$ cat src/rtl/arb_nbit_lock.sv
// N-requester arbiter with fixed/round-robin mode select and a registered,
// locked grant that is released on request drop or after MAX_HOLD cycles.
module arb_nbit_lock #(
    parameter  int N        = 4,
    parameter  int MAX_HOLD = 8,
    localparam int IDXW     = $clog2(N)
) (
    input  logic            i_clk,
    input  logic            i_rst_n,
    input  logic            i_mode,
    input  logic [N-1:0]    i_request,
    output logic [N-1:0]    o_grant,
    output logic            o_grant_valid,
    output logic [IDXW-1:0] o_grant_idx
);

    localparam int CNTW = $clog2(MAX_HOLD + 2);

    typedef enum logic {
        S_IDLE,
        S_GRANT
    } state_t;

    state_t          state_q, state_d;
    logic [N-1:0]    grant_q, grant_d;
    logic [IDXW-1:0] idx_q, idx_d;
    logic [IDXW-1:0] ptr_q, ptr_d;
    logic [CNTW-1:0] cnt_q, cnt_d;
    logic            valid_q, valid_d;

    logic            timeout;
    logic            drop;
    logic            arb;
    logic [N-1:0]    elig;
    logic            win_found;
    logic [IDXW-1:0] win_idx;

    assign timeout = (state_q == S_GRANT) && (MAX_HOLD != 0)
                     && (cnt_q == CNTW'(MAX_HOLD));
    assign drop    = (state_q == S_GRANT) && !i_request[idx_q];
    assign arb     = (state_q == S_IDLE) || drop || timeout;

    // A timed-out holder sits out exactly one arbitration.
    always_comb begin
        elig = i_request;
        if (timeout) begin
            elig[idx_q] = 1'b0;
        end
    end

    always_comb begin
        win_found = 1'b0;
        win_idx   = '0;
        if (!i_mode) begin
            for (int i = 0; i < N; i++) begin
                if (elig[i]) begin
                    win_found = 1'b1;
                    win_idx   = IDXW'(i);
                end
            end
        end else begin
            // Walk offsets downward so the nearest one after ptr wins last.
            for (int k = N - 1; k >= 0; k--) begin
                if (elig[(int'(ptr_q) + k) % N]) begin
                    win_found = 1'b1;
                    win_idx   = IDXW'((int'(ptr_q) + k) % N);
                end
            end
        end
    end

    always_comb begin
        state_d = state_q;
        grant_d = grant_q;
        idx_d   = idx_q;
        ptr_d   = ptr_q;
        cnt_d   = cnt_q;
        valid_d = valid_q;
        if (arb) begin
            if (win_found) begin
                state_d = S_GRANT;
                grant_d = {{(N-1){1'b0}}, 1'b1} << win_idx;
                idx_d   = win_idx;
                cnt_d   = CNTW'(1);
                valid_d = 1'b1;
                if (i_mode) begin
                    ptr_d = IDXW'((int'(win_idx) + 1) % N);
                end
            end else begin
                state_d = S_IDLE;
                grant_d = '0;
                idx_d   = '0;
                cnt_d   = '0;
                valid_d = 1'b0;
            end
        end else if (cnt_q != '1) begin
            cnt_d = cnt_q + CNTW'(1);
        end
    end

    always_ff @(posedge i_clk or negedge i_rst_n) begin
        if (!i_rst_n) begin
            state_q <= S_IDLE;
            grant_q <= '0;
            idx_q   <= '0;
            ptr_q   <= '0;
            cnt_q   <= '0;
            valid_q <= 1'b0;
        end else begin
            state_q <= state_d;
            grant_q <= grant_d;
            idx_q   <= idx_d;
            ptr_q   <= ptr_d;
            cnt_q   <= cnt_d;
            valid_q <= valid_d;
        end
    end

    assign o_grant       = grant_q;
    assign o_grant_valid = valid_q;
    assign o_grant_idx   = idx_q;

endmodule

$ cat config.mk
export PLATFORM = sky130hd
export DESIGN_NAME = arb_nbit_lock
export DESIGN_NICKNAME = d
export VERILOG_FILES = /design/src/rtl/arb_nbit_lock.sv
export SDC_FILE = /design/constraint.sdc
export NUM_CORES = 1
export LEC_CHECK = 0
export CORE_ASPECT_RATIO = 1.4
export CORE_MARGIN = 10
export CORE_UTILIZATION = 45
export CTS_BUF_LIST = sky130_fd_sc_hd__clkbuf_4
export DETAILED_ROUTE_END_ITERATION = 8
export PLACE_DENSITY = 0.69
export SYNTH_ARGS = -nofsm -noshare
export SYNTH_HDL_FRONTEND = slang
export SYNTH_SLANG_ARGS = --single-unit
$ cat constraint.sdc
create_clock -name i_clk -period 2.21 [get_ports i_clk]
set_input_delay 0.442 -clock i_clk [delete_from_list [all_inputs] [get_ports i_clk]]
set_output_delay 0.442 -clock i_clk [all_outputs]
set_load 0.02 [all_outputs]
==> metrics.cfg <==
[outcome]
status = complete, but fails checks
violations = setup timing

[floorplanning]
placementRows = 22
die_area_um2 = 5270
placeableCoreArea_um2 = 2615
die_h_um = 81.99
initial_utilization_pct = 47.22
die_width_um = 64.28
top_level_ports = 14

[power_and_ir_drop]
p_comb_share_pct = 67.2
leakage_nw = 0.7848
p_seq_share_pct = 24.3
power.net_switching_uw = 870.0
ir_drop_uv = 816.0
clock_power_share_pct = 8.5
power.internal_mw = 1.120
p_sw_share_pct = 43.72
p_per_area_nw_per_um2 = 1096

[drt]
wl_mm = 3.741
drtPass1Iterations = 4
num_vias = 1172
wl_per_cell_um = 17.81
final_antenna_net_count = 0
detail_route.vias_per_cell = 5.581
drt_iter0_markers = 47
post-route-drc-count = 0

[critical_path]
start_kind = register
crit_fanout = 7
cp.arrival_ns = 2.46
cp.required_ns = 2.38
path_class = register to register
r2r-start = cnt_q[0]
max_stage_delay_ns = 0.40
cp-startpoint = cnt_q[0]
crit_path_top_delay_cell = dfrtp_1
crit_chain = inv_2 -> ha_4 -> and4b_4 -> nand3_4 -> and4b_1 -> a211oi_2 -> nor3_2 -> ha_1 -> mux2_4
end_kind = register

[place]
place.gp.congestion = 0.8614
placed_cell_area_um2 = 1650
place_hpwl_mm = 2.792
io_buffers = 13
dp_cells = 199

[clocking]
cts_buffers = 3
cts_root_buffer = clkbuf_4
cts_htree_levels = 1
insertion_delay_ns = 0.29
clockBufferDepth = 2
ctsHoldBuffers = 0
cts_tree = done
clk_pin_slew_ns = 0.09
clock-sinks = 13

[synth]
synth_edf_count = 0
syn_avg_cell_area_um2 = 10.21
async_flop_share_pct = 100.0
synth_flop_cell = dfrtp_1
yosys.cell_types.count = 59
netlist_area_um2 = 1235
ys_ff_latch = 13
syn_nets = 134
ys_warn_count = 0
syn_inst = 121
yosysSeqAreaShare_pct = 26.34

[global_routing]
grt_pass1_wl_mm = 6.037
track_usage_pct = 14.42
grt_pass1_vias = 1269
grt_max_degree = 14
antenna_found_initial = 0
grt.overflow.total = 0

[sta]
worst_slew_pin_slew_ns = 0.6096
setup_slack_ns = -0.07878
setup_tns_ns = -0.1063
finalCriticalPeriod_ns = 2.289
setup_viol = 3
final_max_slew_viol_count = 0
skew_ns = 0.009655
rsz0062_at_grt = yes
max_slew_margin_pct = 59.23
max_freq_ghz = 0.4369
worst_hold_slack_ns = 0.5176
fin_crit_sh_pct = 103.6
hold_viol_final = 0

[final_layout]
num_antenna_cells = 0
layout-drive-gt1-share_pct = 47.13
layout.nets = 188
syn_to_final_growth_pct = 47.01
design_area_um2 = 1815
layoutNonFillerInstCount = 210

[run]
maxCapViolations = 0

[worst_hold_path]
min-delay-path-class = primary input to asynchronous set/reset pin

## stage by stage
step                      utilization [%]  worst slack, ns  total power [mW]
after floorplan                         -         -0.01419             1.245
after global placement              63.11          -0.3473             1.667
after detailed placement            63.11          -0.4398             1.709
after CTS                           67.08         -0.06086             1.924
after global routing                69.43          -0.1683             2.125
final                               69.43         -0.07878             1.990
## routing by layer
layer | wire length, µm | GRT usage, %
met2 | 1984 | 27.96
met1 | 1524 | 14.34
met4 | 91 | 6.438
met3 | 140 | 2.997
met5 | 0 | 0
## synthesized netlist by cell type (all sizes together), types with 2 or more instances
cell / number / area [µm²]
and3b: 2 / 17.52
and4b: 2 / 20.02
nand3: 3 / 20.02
mux2i: 3 / 30.03
a21oi: 3 / 15.01
a22o: 4 / 35.03
buf: 9 / 71.31
nor3b: 2 / 15.01
nand2b: 3 / 18.77
and3: 2 / 17.52
or3: 2 / 12.51
o221ai: 2 / 17.52
xnor2: 2 / 17.52
inv: 5 / 18.77
nand3b: 3 / 35.03
dfrtp: 13 / 325.3
nor3: 3 / 20.02
nand2: 5 / 18.77
mux2: 3 / 41.29
ha: 6 / 75.07
nor2: 6 / 22.52
o21ai: 8 / 40.04
a31oi: 3 / 33.78
nor2b: 3 / 26.27
## sequential cells by signal, indices dropped and copies added (netlist names)
name and cells:
ptr_q 2, state_q 1, cnt_q 4, o_grant_idx 2
o_grant 4
## placed cells by master, fill, tap and decap left out, types with 3 or more instances in the layout
master / n
clkdlybuf4s50_1: 11
nand2_1: 5
mux2i_1: 3
a22o_1: 4
nor2_1: 6
a21oi_1: 3
dfrtp_1: 12
o21ai_0: 5
nand2b_1: 3
inv_2: 4
buf_4: 45
ha_4: 3
clkbuf_4: 4
## final cells by class
class | count | area [µm²]
clock buffer | 4 | 30.03
timing repair buffer | 59 | 485.5
tap | 36 | 45.04
fill | 199 | 799.5
multi-input combinational | 93 | 909.6
inverter | 5 | 18.77
sequential | 13 | 326.6
## what timing repair did
action                     CTS  global route
setup buffers                5             2
setup endpoints to repair    5             7
pin swaps                   11            15
resized for setup           10            10
## power by group through the flow
stage | Clock [mW] | Combinational [mW] | Sequential (mW)
global placement | 0 | 1.19 | 0.472
floorplan | 0 | 0.762 | 0.483
CTS | 0.171 | 1.28 | 0.477
finish | 0.169 | 1.34 | 0.483
global route | 0.181 | 1.44 | 0.501
detailed placement | 0 | 1.23 | 0.476
## worst paths after layout
kind                                  endpoint  slack (ns)  depth (start not counted)
worst max-delay path                  ptr_q[1]       -0.08                          9
worst max register to register        ptr_q[1]       -0.08                          9
min in group i_clk                  o_grant[2]        0.52                          1
worst min register to register      o_grant[2]        0.52                          1
max in group asynchronous       o_grant_idx[0]        1.24                          1
worst min-delay path                  cnt_q[1]        0.52                          1
## kinds of logic after synthesis
family	Yosys count	synth area share, %
AO/OA/AOI/OAI	35	25.23
XOR/XNOR	3	2.128
multiplexers	7	7.599
AND/OR/NAND/NOR	42	25.03
buffers and inverters	15	7.598
flip-flops	13	26.34
adder cells (fa/ha/maj)	6	6.079
## critical path: cells and delay by family (launching register included)
kind	cells	cell delay (ns)
flip-flops	1	0.40
AO/OA/AOI/OAI	1	0.29
multiplexers	1	0.27
adder cells (fa/ha/maj)	2	0.43
buffers and inverters	1	0.07
AND/OR/NAND/NOR	4	0.72
No activity file was read; power rests on OpenSTA's default activity.
